===== src/rtl/pf_ddr4_rd_train_pkg.sv =====
// Shared types and constants for the DDR4 per-lane read-training sequencer.
//   state_e : sequencer state encoding
//   ERR_*   : values reported on ERR_CODE
//   TMR_W   : width of the shared settle/sample down-counter
package pf_ddr4_rd_train_pkg;

    typedef enum logic [3:0] {
        ST_IDLE,
        ST_LOAD,
        ST_SETTLE,
        ST_CLEAR,
        ST_SAMPLE,
        ST_EVAL,
        ST_STEP,
        ST_CENTER,
        ST_CWAIT,
        ST_DONE,
        ST_ERR
    } state_e;

    localparam logic [1:0] ERR_NONE      = 2'b00;
    localparam logic [1:0] ERR_NO_WINDOW = 2'b01;
    localparam logic [1:0] ERR_NARROW    = 2'b10;

    localparam int TMR_W = 16;

endpackage


===== src/rtl/pf_ddr4_rd_train_timer.sv =====
// Loadable down-counter with an expiry flag, shared by every timed wait of
// the training sequencer.
//   clk_i     : clock
//   rst_i     : synchronous active-high reset (counter -> 0)
//   load_i    : load val_i this cycle (takes priority over counting)
//   val_i     : value to load; the wait lasts val_i+1 cycles including expiry
//   expired_o : counter is zero
module pf_ddr4_rd_train_timer
    import pf_ddr4_rd_train_pkg::*;
#(
    parameter int W = TMR_W
) (
    input  logic         clk_i,
    input  logic         rst_i,
    input  logic         load_i,
    input  logic [W-1:0] val_i,
    output logic         expired_o
);

    logic [W-1:0] cnt_q, cnt_d;

    always_comb begin
        cnt_d = cnt_q;
        if (load_i)
            cnt_d = val_i;
        else if (cnt_q != '0)
            cnt_d = cnt_q - 1'b1;
    end

    always_ff @(posedge clk_i) begin
        if (rst_i) cnt_q <= '0;
        else       cnt_q <= cnt_d;
    end

    assign expired_o = (cnt_q == '0);

endmodule


===== src/rtl/pf_ddr4_lane_rd_train_ctrl.sv =====
// Per-lane DDR4 read-training sequencer. Loads the IOD delay line, sweeps it
// up one tap at a time, scores each tap from the ORed eye-monitor flags,
// finds the passing window and walks the tap back down to the window centre.
//   FAB_CLK, SYNC_RST              : clock, synchronous active-high reset
//   TRAIN_START / BUSY / DONE / ERR: training master handshake
//   ERR_CODE, TAP_CENTER, WINDOW_WIDTH : training result
//   DELAY_LINE_*_0                 : IOD dynamic delay line control / limit
//   EYE_MONITOR_*_0                : IOD eye monitor clear / flags
module pf_ddr4_lane_rd_train_ctrl
    import pf_ddr4_rd_train_pkg::*;
#(
    parameter int TAP_W         = 8,
    parameter int MAX_TAPS      = 128,
    parameter int SETTLE_CYCLES = 8,
    parameter int SAMPLE_CYCLES = 64,
    parameter int MIN_WINDOW    = 4
) (
    input  logic             FAB_CLK,
    input  logic             SYNC_RST,
    input  logic             TRAIN_START,
    output logic             TRAIN_BUSY,
    output logic             TRAIN_DONE,
    output logic             TRAIN_ERR,
    output logic [1:0]       ERR_CODE,
    output logic [TAP_W-1:0] TAP_CENTER,
    output logic [TAP_W-1:0] WINDOW_WIDTH,
    output logic             DELAY_LINE_LOAD_0,
    output logic             DELAY_LINE_MOVE_0,
    output logic             DELAY_LINE_DIRECTION_0,
    input  logic             DELAY_LINE_OUT_OF_RANGE_0,
    output logic             EYE_MONITOR_CLEAR_FLAGS_0,
    input  logic             EYE_MONITOR_EARLY_0,
    input  logic             EYE_MONITOR_LATE_0
);

    localparam logic [TAP_W-1:0] LAST_TAP  = TAP_W'(MAX_TAPS - 1);
    localparam logic [TAP_W-1:0] MIN_WIDTH = TAP_W'(MIN_WINDOW);
    localparam logic [TMR_W-1:0] SETTLE_LD = TMR_W'(SETTLE_CYCLES - 1);
    localparam logic [TMR_W-1:0] SAMPLE_LD = TMR_W'(SAMPLE_CYCLES - 1);

    state_e             state_q, state_d;
    logic [TAP_W-1:0]   tap_q, tap_d;
    logic [TAP_W-1:0]   left_q, left_d;
    logic [TAP_W-1:0]   right_q, right_d;
    logic               lvld_q, lvld_d;
    logic               fail_q, fail_d;
    logic               dir_q, dir_d;
    logic               done_q, done_d;
    logic               err_q, err_d;
    logic [1:0]         code_q, code_d;
    logic [TAP_W-1:0]   center_q, center_d;
    logic [TAP_W-1:0]   width_q, width_d;

    logic               tmr_load;
    logic [TMR_W-1:0]   tmr_val;
    logic               tmr_exp;

    // Edge update and finish decision for the tap under evaluation.
    logic               ev_finish;
    logic               ev_lvld;
    logic [TAP_W-1:0]   ev_left, ev_right, ev_width;

    pf_ddr4_rd_train_timer #(.W(TMR_W)) u_timer (
        .clk_i     (FAB_CLK),
        .rst_i     (SYNC_RST),
        .load_i    (tmr_load),
        .val_i     (tmr_val),
        .expired_o (tmr_exp)
    );

    always_comb begin
        ev_finish = 1'b0;
        ev_lvld   = lvld_q;
        ev_left   = left_q;
        ev_right  = right_q;
        // Out-of-range discards this tap's result; edges stay as they were.
        if (DELAY_LINE_OUT_OF_RANGE_0) begin
            ev_finish = 1'b1;
        end else begin
            if (!fail_q) begin
                if (!lvld_q) begin
                    ev_lvld = 1'b1;
                    ev_left = tap_q;
                end
                ev_right = tap_q;
            end else if (lvld_q) begin
                ev_finish = 1'b1;
            end
            if (tap_q == LAST_TAP) ev_finish = 1'b1;
        end
        ev_width = ev_right - ev_left + 1'b1;
    end

    always_comb begin
        state_d  = state_q;
        tap_d    = tap_q;
        left_d   = left_q;
        right_d  = right_q;
        lvld_d   = lvld_q;
        fail_d   = fail_q;
        dir_d    = dir_q;
        done_d   = done_q;
        err_d    = err_q;
        code_d   = code_q;
        center_d = center_q;
        width_d  = width_q;
        tmr_load = 1'b0;
        tmr_val  = '0;

        case (state_q)
            ST_IDLE, ST_DONE, ST_ERR: begin
                if (TRAIN_START) begin
                    state_d = ST_LOAD;
                    done_d  = 1'b0;
                    err_d   = 1'b0;
                    code_d  = ERR_NONE;
                    tap_d   = '0;
                    lvld_d  = 1'b0;
                    left_d  = '0;
                    right_d = '0;
                    dir_d   = 1'b1;
                end
            end
            ST_LOAD: begin
                state_d  = ST_SETTLE;
                tmr_load = 1'b1;
                tmr_val  = SETTLE_LD;
            end
            ST_SETTLE: begin
                if (tmr_exp) state_d = ST_CLEAR;
            end
            ST_CLEAR: begin
                fail_d   = 1'b0;
                state_d  = ST_SAMPLE;
                tmr_load = 1'b1;
                tmr_val  = SAMPLE_LD;
            end
            ST_SAMPLE: begin
                // Accumulate over the whole window so short glitches count.
                fail_d = fail_q | EYE_MONITOR_EARLY_0 | EYE_MONITOR_LATE_0;
                if (tmr_exp) state_d = ST_EVAL;
            end
            ST_EVAL: begin
                lvld_d  = ev_lvld;
                left_d  = ev_left;
                right_d = ev_right;
                if (!ev_finish) begin
                    state_d = ST_STEP;
                end else if (!ev_lvld) begin
                    state_d = ST_ERR;
                    err_d   = 1'b1;
                    code_d  = ERR_NO_WINDOW;
                    width_d = '0;
                end else if (ev_width < MIN_WIDTH) begin
                    state_d = ST_ERR;
                    err_d   = 1'b1;
                    code_d  = ERR_NARROW;
                    width_d = ev_width;
                end else begin
                    // One idle CWAIT cycle lets DIRECTION=0 settle before
                    // the first decrement MOVE.
                    width_d  = ev_width;
                    center_d = ev_left + ((ev_right - ev_left) >> 1);
                    dir_d    = 1'b0;
                    state_d  = ST_CWAIT;
                    tmr_load = 1'b1;
                    tmr_val  = '0;
                end
            end
            ST_STEP: begin
                tap_d    = tap_q + 1'b1;
                state_d  = ST_SETTLE;
                tmr_load = 1'b1;
                tmr_val  = SETTLE_LD;
            end
            ST_CWAIT: begin
                if (tmr_exp) begin
                    if (tap_q == center_q) begin
                        state_d = ST_DONE;
                        done_d  = 1'b1;
                    end else begin
                        state_d = ST_CENTER;
                    end
                end
            end
            ST_CENTER: begin
                tap_d    = tap_q - 1'b1;
                state_d  = ST_CWAIT;
                tmr_load = 1'b1;
                tmr_val  = SETTLE_LD;
            end
            default: state_d = ST_IDLE;
        endcase
    end

    always_ff @(posedge FAB_CLK) begin
        if (SYNC_RST) begin
            state_q  <= ST_IDLE;
            tap_q    <= '0;
            left_q   <= '0;
            right_q  <= '0;
            lvld_q   <= 1'b0;
            fail_q   <= 1'b0;
            dir_q    <= 1'b1;
            done_q   <= 1'b0;
            err_q    <= 1'b0;
            code_q   <= ERR_NONE;
            center_q <= '0;
            width_q  <= '0;
        end else begin
            state_q  <= state_d;
            tap_q    <= tap_d;
            left_q   <= left_d;
            right_q  <= right_d;
            lvld_q   <= lvld_d;
            fail_q   <= fail_d;
            dir_q    <= dir_d;
            done_q   <= done_d;
            err_q    <= err_d;
            code_q   <= code_d;
            center_q <= center_d;
            width_q  <= width_d;
        end
    end

    // Strobes decode straight from the state register, so each is a clean
    // single-cycle pulse per state visit.
    assign DELAY_LINE_LOAD_0         = (state_q == ST_LOAD);
    assign DELAY_LINE_MOVE_0         = (state_q == ST_STEP) || (state_q == ST_CENTER);
    assign EYE_MONITOR_CLEAR_FLAGS_0 = (state_q == ST_CLEAR);
    assign DELAY_LINE_DIRECTION_0    = dir_q;
    assign TRAIN_BUSY   = !((state_q == ST_IDLE) || (state_q == ST_DONE) || (state_q == ST_ERR));
    assign TRAIN_DONE   = done_q;
    assign TRAIN_ERR    = err_q;
    assign ERR_CODE     = code_q;
    assign TAP_CENTER   = center_q;
    assign WINDOW_WIDTH = width_q;

endmodule


===== config.mk =====
export PLATFORM = sky130hd
export DESIGN_NAME = pf_ddr4_lane_rd_train_ctrl
export DESIGN_NICKNAME = d
export VERILOG_FILES = /design/src/rtl/pf_ddr4_rd_train_pkg.sv /design/src/rtl/pf_ddr4_rd_train_timer.sv /design/src/rtl/pf_ddr4_lane_rd_train_ctrl.sv
export SDC_FILE = /design/constraint.sdc
export NUM_CORES = 1
export LEC_CHECK = 0
export CORE_MARGIN = 2
export CORE_UTILIZATION = 55
export CTS_BUF_LIST = sky130_fd_sc_hd__clkbuf_8
export CTS_CLUSTER_DIAMETER = 100
export DETAILED_ROUTE_END_ITERATION = 8
export HOLD_SLACK_MARGIN = 0.1
export PLACE_DENSITY_LB_ADDON = 0.25
export REMOVE_ABC_BUFFERS = 1
export SYNTH_ARGS = -nofsm -noshare
export SYNTH_HDL_FRONTEND = slang
export SYNTH_SLANG_ARGS = --single-unit

===== constraint.sdc =====
create_clock -name FAB_CLK -period 8.6 [get_ports FAB_CLK]
set_input_delay 2.15 -clock FAB_CLK [delete_from_list [all_inputs] [get_ports FAB_CLK]]
set_output_delay 2.15 -clock FAB_CLK [all_outputs]
set_load 0.1 [all_outputs]

Yosys cells after proc, flatten, opt, wreduce, memory -nomap -nowiden

Cells that the tools add are included.

Add/subtract/negate cells: 6
$lt $le $gt $ge: 1
Eq/ne operators: 21
Mux-type cells: 52
Bitwise operators: 3
Reduce and logical (&&, ||, !) cells: 24

Operator list:

| cell                    | count |
|---|---|
| $mux W8                 | 7 |
| $mux W16                | 2 |
| $pmux W4 S8             | 1 |
| $pmux W8 S2             | 2 |
| $mux W4                 | 6 |
| $pmux W8 S3             | 1 |
| $mux W1                 | 19 |
| $add A8 B1 Y8 const B   | 2 |
| $eq A4 B3 Y1 const B    | 4 |
| $logic_not A16 Y1       | 1 |
| $ne A2 B2 Y1 const B    | 8 |
| $reduce_and A4 Y1       | 4 |
| $reduce_bool A16 Y1     | 1 |
| $sub A16 B1 Y16 const B | 1 |
| $eq A4 B4 Y1 const B    | 3 |
| $mux W2                 | 6 |
| $pmux W1 S2             | 6 |
| $pmux W6 S2             | 1 |
| $add A8 B7 Y8           | 1 |
| $eq A4 B2 Y1 const B    | 2 |
| $eq A8 B7 Y1 const B    | 1 |
| $eq A8 B8 Y1            | 1 |
| $lt A8 B3 Y1 const B    | 1 |
| $reduce_bool A2 Y1      | 4 |
| 16 further kinds        | 22 |

Register bits: 67
Input bits: 6
Output and inout port bits: 25
Logic and storage cells: 120

Logic depth before layout (Yosys ltp)

Depth in word-level cells: 11
Mapped depth: 17
Gate-level depth less buffers: 16

Hierarchy

From an unflattened synthesis, not the netlist that was laid out.

Cell total of the unflattened synthesis: 554
Area, all modules: 4529.3 um2

By module, submodules not included:

| module                     | instances | cells each | area each (um2) | sequential area each (um2) |
|---|---|---|---|---|
| pf_ddr4_lane_rd_train_ctrl | 1         | 438        | 3564.7          | 1021.0 |
| pf_ddr4_rd_train_timer     | 1         | 116        | 964.7           | 320.3 |

Worst setup path before layout

OpenSTA, ideal clock, no wires.

Path type: input -> register
Start point: in DELAY_LINE_OUT_OF_RANGE_0
End point: reg center_q[7], in the netlist TAP_CENTER[7]
Library setup time: 0.128 ns
Data arrival time: 5.599 ns
Required time: 8.472 ns
Slack: 2.874 ns
Stages on the path: 14
Buffers on the path: 0
Path through: nor3_2 -> mux2_2 -> ha_1 -> fa_1 -> xnor2_1 -> ha_1 -> a21o_1 -> a21o_1 -> a21o_1 -> a21oi_1 -> o21ai_0 -> xnor2_1 -> mux2i_1 -> nor2_1

Cells in the longest elaborated chain, start to end: 6

RTL lines:

| element                            | line                                                                | text |
|---|---|---|
| start, declared                    | pf_ddr4_lane_rd_train_ctrl.sv:30                                    | `input logic DELAY_LINE_OUT_OF_RANGE_0,` |
| $mux W8                            | pf_ddr4_lane_rd_train_ctrl.sv:77                                    | `if (DELAY_LINE_OUT_OF_RANGE_0) begin` |
| $sub A8 B8 Y8                      | pf_ddr4_lane_rd_train_ctrl.sv:91, pf_ddr4_lane_rd_train_ctrl.sv:163 |  |
| $add A8 B1 Y8                      | pf_ddr4_lane_rd_train_ctrl.sv:91                                    | `ev_width = ev_right - ev_left + 1'b1;` |
| $lt A8 B3 Y1                       | pf_ddr4_lane_rd_train_ctrl.sv:154                                   | `end else if (ev_width < MIN_WIDTH) begin` |
| $not A1 Y1 (no source line)        | --                                                                  |  |
| $reduce_and A4 Y1 (no source line) | --                                                                  |  |
| end signal, assigned               | pf_ddr4_lane_rd_train_ctrl.sv:221                                   | `center_q <= center_d;` |
| end, declared                      | pf_ddr4_lane_rd_train_ctrl.sv:51                                    | `logic [TAP_W-1:0] center_q, center_d;` |

Several ways; a longest one is shown, not always the timed one.
A chain may end at the register's enable or synchronous reset.

Worst setup path in the final report

Start point: in DELAY_LINE_OUT_OF_RANGE_0
End point: reg u_timer.cnt_q[13]

Cells in the longest elaborated chain, start to end: 9

RTL lines:

| element                                               | line                              | text |
|---|---|---|
| $mux W8                                               | pf_ddr4_lane_rd_train_ctrl.sv:77  |  |
| $sub A8 B8 Y8                                         | pf_ddr4_lane_rd_train_ctrl.sv:91  |  |
| $add A8 B1 Y8                                         | pf_ddr4_lane_rd_train_ctrl.sv:91  |  |
| $lt A8 B3 Y1                                          | pf_ddr4_lane_rd_train_ctrl.sv:154 |  |
| $mux W1                                               | pf_ddr4_lane_rd_train_ctrl.sv:154 |  |
| $mux W1                                               | pf_ddr4_lane_rd_train_ctrl.sv:149 | `end else if (!ev_lvld) begin` |
| $mux W1 *                                             | pf_ddr4_lane_rd_train_ctrl.sv:147 | `if (!ev_finish) begin` |
| $pmux W1 S2 *                                         | pf_ddr4_lane_rd_train_ctrl.sv:110 | `case (state_q)` |
| $mux W16 / $reduce_bool A2 Y1 (equally long branches) | --                                |  |
| end signal, assigned                                  | pf_ddr4_rd_train_timer.sv:32      | `else cnt_q <= cnt_d;` |
| end, declared                                         | pf_ddr4_rd_train_timer.sv:20      | `logic [W-1:0] cnt_q, cnt_d;` |

Mark *: on every way between the ends. The rest lies on a longest branch, timed or not.

==> results.txt <==
----------------------------------------------------
[STA]
  Remaining max-slew budget at the tightest pin ... 0.222
  Minimum clock period ... 6.76 ns
  Unrepaired setup endpoints after global routing ... false
  Worst Skew ... 0.0111 ns
  Final cycle utilization of the critical path ... 0.786
  Final count of negative-setup-slack endpoints ... 0
  Final Max Slew Viols ... 0
  Final hold violation count ... 0
  Max Freq ... 148 MHz
  Slew at the pin closest to its max-slew limit ... 1.17 ns
  TNS Setup ... 0 ns

[Place]
  Placed inst area ... 4740 um^2
  Half-perimeter wire length after detailed placement ... 7640 um
  Cell count after placement ... 651
  Gpl congestion ... 0.888
  Total of buffers placed on input and output ports ... 30

[Cells and area]
  Count of placed standard cells in the final layout, fillers left out ... 667
  Design Area, Final ... 4940 um^2
  Area Overhead vs Synth ... 12.1%
  # nets final ... 591
  Layout cells sized above 1 ... 0.0814
  Diodes inserted ... 0

[GRT]
  Global-route wire length before repair ... 18700 um
  Remaining Overflow, GRT ... 0
  All-Layer GR Usage ... 0.267
  Number of antenna violations at the first check in global routing ... 0
  Pin count of the biggest net entering global routing ... 66
  Vias in the first global route ... 3924

[Route]
  Total Routed Length ... 11000 um
  Number of remaining DRC errors ... 0
  Vias ... 4040
  Post-DRT Antenna Nets ... 0
  Vias per cell ... 6.06
  Iter 0 DRT Violations ... 304
  Detailed-routing iteration count for the pre-antenna-repair pass ... 7
  Wire length per cell after detailed routing ... 16.5 um

[Floorplanning]
  Horizontal die dimension ... 93.6 um
  Cell row count ... 32
  Placeable core area ... 7770 um^2
  Num ports ... 31
  Vertical extent of the die ... 93.6 um
  Die area ... 8750 um^2
  Effective utilization at floorplan ... 0.568

[Synthesis]
  Number of cells produced by synthesis ... 544
  Total number of yosys warnings ... 0
  Post-synth cell types ... 72
  Number of flops mapped to enable cells by yosys ... 0
  Area share of the largest cell type after synthesis ... 0.304
  Mean area per synthesized cell ... 8.11 um^2
  Post-synthesis async set-or-reset flop share ... 0
  Cell type contributing the most total cell area after synthesis ... dfxtp_1
  Top cells by instance count after synthesis ... nor2_1 (73), dfxtp_1 (67), nand2_1 (43), a21oi_1 (35)
  Most repeated cell in the gate-level netlist after synthesis ... nor2_1
  Top cells by area, synth ... dfxtp_1 (30%), ha_1 (6.2%), nor2_1 (6.2%)
  Mapped Area ... 4410 um^2
  Share of the yosys chip area belonging to registers ... 0.304
  Synthesized flop and latch total ... 67
  Dominant register cell in the synthesized netlist ... dfxtp_1

[Power and ir drop]
  Part of the power in registers ... 0.391
  Pint ... 610 uW
  Fraction of power spent switching nets ... 0.373
  Static Leakage ... 2.23 nW
  PwrDens ... 197 nW/um^2
  Switching power ... 363 uW
  Worst IR drop on VDD ... 0.000124 V
  Logic gate share of total power ... 0.323
  Clock group share of total power ... 0.286

[CTS]
  Buffer type at the clock tree root ... clkbuf_8
  Number of clock sinks ... 67
  Inserted Clock Buffers ... 9
  Clock H-tree levels ... 3
  Clk_lat worst skew ... 0.36 ns
  Clock Tree Buf Depth ... 2
  Number of gates resized after cts ... 0
  Clock edge transition at the registers on the reported setup and hold paths ... 0.08 ns
  Post-CTS Repair Setup Buffers ... 0
  Post-CTS Hold Buffers ... 0
  TritonCTS clock tree ... yes

[Hold path]
  Launch point of the worst hold path ... DELAY_LINE_DIRECTION_0
  Worst hold endpoint ... DELAY_LINE_DIRECTION_0
  Cells on Worst Hold Path ... 2
  Kind of path behind the tightest hold check ... reg2reg

[Worst setup path]
  Endpoint type of the worst setup path ... flop
  Crit-path cells ... clkdlybuf4s50_1, nor3_2, mux2_2, ha_1, fa_1, xnor2_1, nand2_1, inv_1, nand4_1, o22ai_1, mux2i_1, o21ai_2, a311o_1, mux2i_1
  R2r endpoint ... u_timer.cnt_q[13]
  Crit path launch type ... input port
  WS Path Type ... in2reg
  Critical path buffers and inverters ... 2
  R2R setup slack ... 3.69 ns
  Required time reported for the critical path endpoint ... 8.89 ns
  R2r worst-path depth ... 13
  Most frequent cell on the critical path ... mux2i_1
  Worst r2r src ... fail_q
  Delay of the slowest cell on the worst path ... 0.92 ns
  Category of cells accounting for the largest share of critical-path delay ... compound AO/OA/AOI/OAI gates
  Crit path DAT ... 7.05 ns
  CP Max Fanout ... 24
  Library cell contributing the largest single delay on the critical path ... o21ai_2

[Outcome]
  Status ... finished clean

[Job]
  Maximum capacitance violations ... 0

----------------------------------------------------
==> per-layer routing <==
metal	share of wire	up-vias	track usage
met3	0.062	31	0.0564
met5	0	-	0
met2	0.49	138	0.448
li1	-	1969	-
met1	0.43	1902	0.337
met4	0.027	0	0.103
==> final cells by class <==
| cell class | instances | area [um^2] |
|---|---|---|
| multi-input combinational | 428 | 2870 |
| tap | 102 | 128 |
| clock inverter | 7 | 81.3 |
| timing repair buffer | 33 | 318 |
| inverter | 21 | 78.8 |
| sequential | 67 | 1340 |
| clock buffer | 9 | 124 |
| fill | 679 | 2820 |
==> placed cells by master, fill, tap and decap left out, types with 3 or more instances in the layout <==
master           Yosys  routed
nor2_1              73      73
dfxtp_1             67      67
nand2_1             43      43
a21oi_1             35      35
clkdlybuf4s50_1      0      29
nand3_1             22      22
ha_1                22      22
mux2i_1             21      21
xnor2_1             20      20
xor2_1              20      20
inv_1               18      18
nor3_1              17      17
a22oi_1             16      16
o21ai_0             14      14
a21o_1              11      11
nor2b_1              9       9
clkbuf_8             0       9
nor4_1               8       8
a31oi_1              8       8
nand2b_1             7       7
mux2_2               6       6
o32ai_1              5       5
and3_1               4       4
inv_6                0       4
nor3_2               3       3
o21a_1               3       3
or3_1                3       3
nand4_1              3       3
nand4b_1             3       3
o21ai_1              3       3
o211ai_1             3       3
fa_1                 3       3
buf_4                1       3
==> flip-flops by register name (all words and copies together) (netlist names), 2 cells and up <==
register and count:
WINDOW_WIDTH 8, right_q 8, left_q 8, u_timer.cnt_q 16, ERR_CODE 2, TAP_CENTER 8
state_q 4, tap_q 8
==> power groups by stage <==
stage          Combinational, mW  Clock [mW]  Sequential, mW
2_1_floorplan              0.246           0           0.382
3_3_place_gp               0.303           0           0.384
3_5_place_dp               0.312           0           0.386
4_1_cts                    0.315       0.282           0.379
5_1_grt                    0.354       0.295           0.385
6_report                   0.314       0.279           0.380
==> metrics by stage <==
stage,util,hold WS (ns),setup WS [ns],power [mW]
floorplan,-,0.439,2.67,0.628
global route,0.636,0.477,1.36,1.03
detailed placement,0.610,0.451,1.50,0.698
CTS,0.636,0.464,1.83,0.976
finish,0.636,0.462,1.84,0.973
global placement,0.610,0.446,1.62,0.686
==> cell families (layout without fill, tap and decap cells) <==
family / Yosys count / after routing / synth area share
flops: 67 / 67 / 0.304
compound gates: 121 / 121 / 0.189
simple gates: 212 / 212 / 0.234
mux: 27 / 27 / 0.0630
buf+inv: 49 / 70 / 0.0448
fa+ha+maj: 26 / 26 / 0.0783
xor+xnor: 42 / 42 / 0.0868
==> worst reg2reg max path: cells and delay by family, from the launching register on <==
family	cells	cell delay (ns)
compound gates	3	1.39
simple gates	3	0.95
mux	3	0.74
fa+ha+maj	2	0.67
xor+xnor	1	0.59
flops	1	0.36
buf+inv	1	0.15
==> how the worst max path moves through the flow <==
stage / start / endpoint / cells after the start
3_3_place_gp: DELAY_LINE_OUT_OF_RANGE_0 / u_timer.cnt_q[13] / 14
2_1_floorplan: DELAY_LINE_OUT_OF_RANGE_0 / u_timer.cnt_q[13] / 13
4_1_cts: DELAY_LINE_OUT_OF_RANGE_0 / u_timer.cnt_q[13] / 14
3_5_place_dp: DELAY_LINE_OUT_OF_RANGE_0 / u_timer.cnt_q[13] / 14
6_report: DELAY_LINE_OUT_OF_RANGE_0 / u_timer.cnt_q[13] / 14
5_1_grt: DELAY_LINE_OUT_OF_RANGE_0 / u_timer.cnt_q[13] / 14
Note: power is estimated with default switching activity, not from simulation.
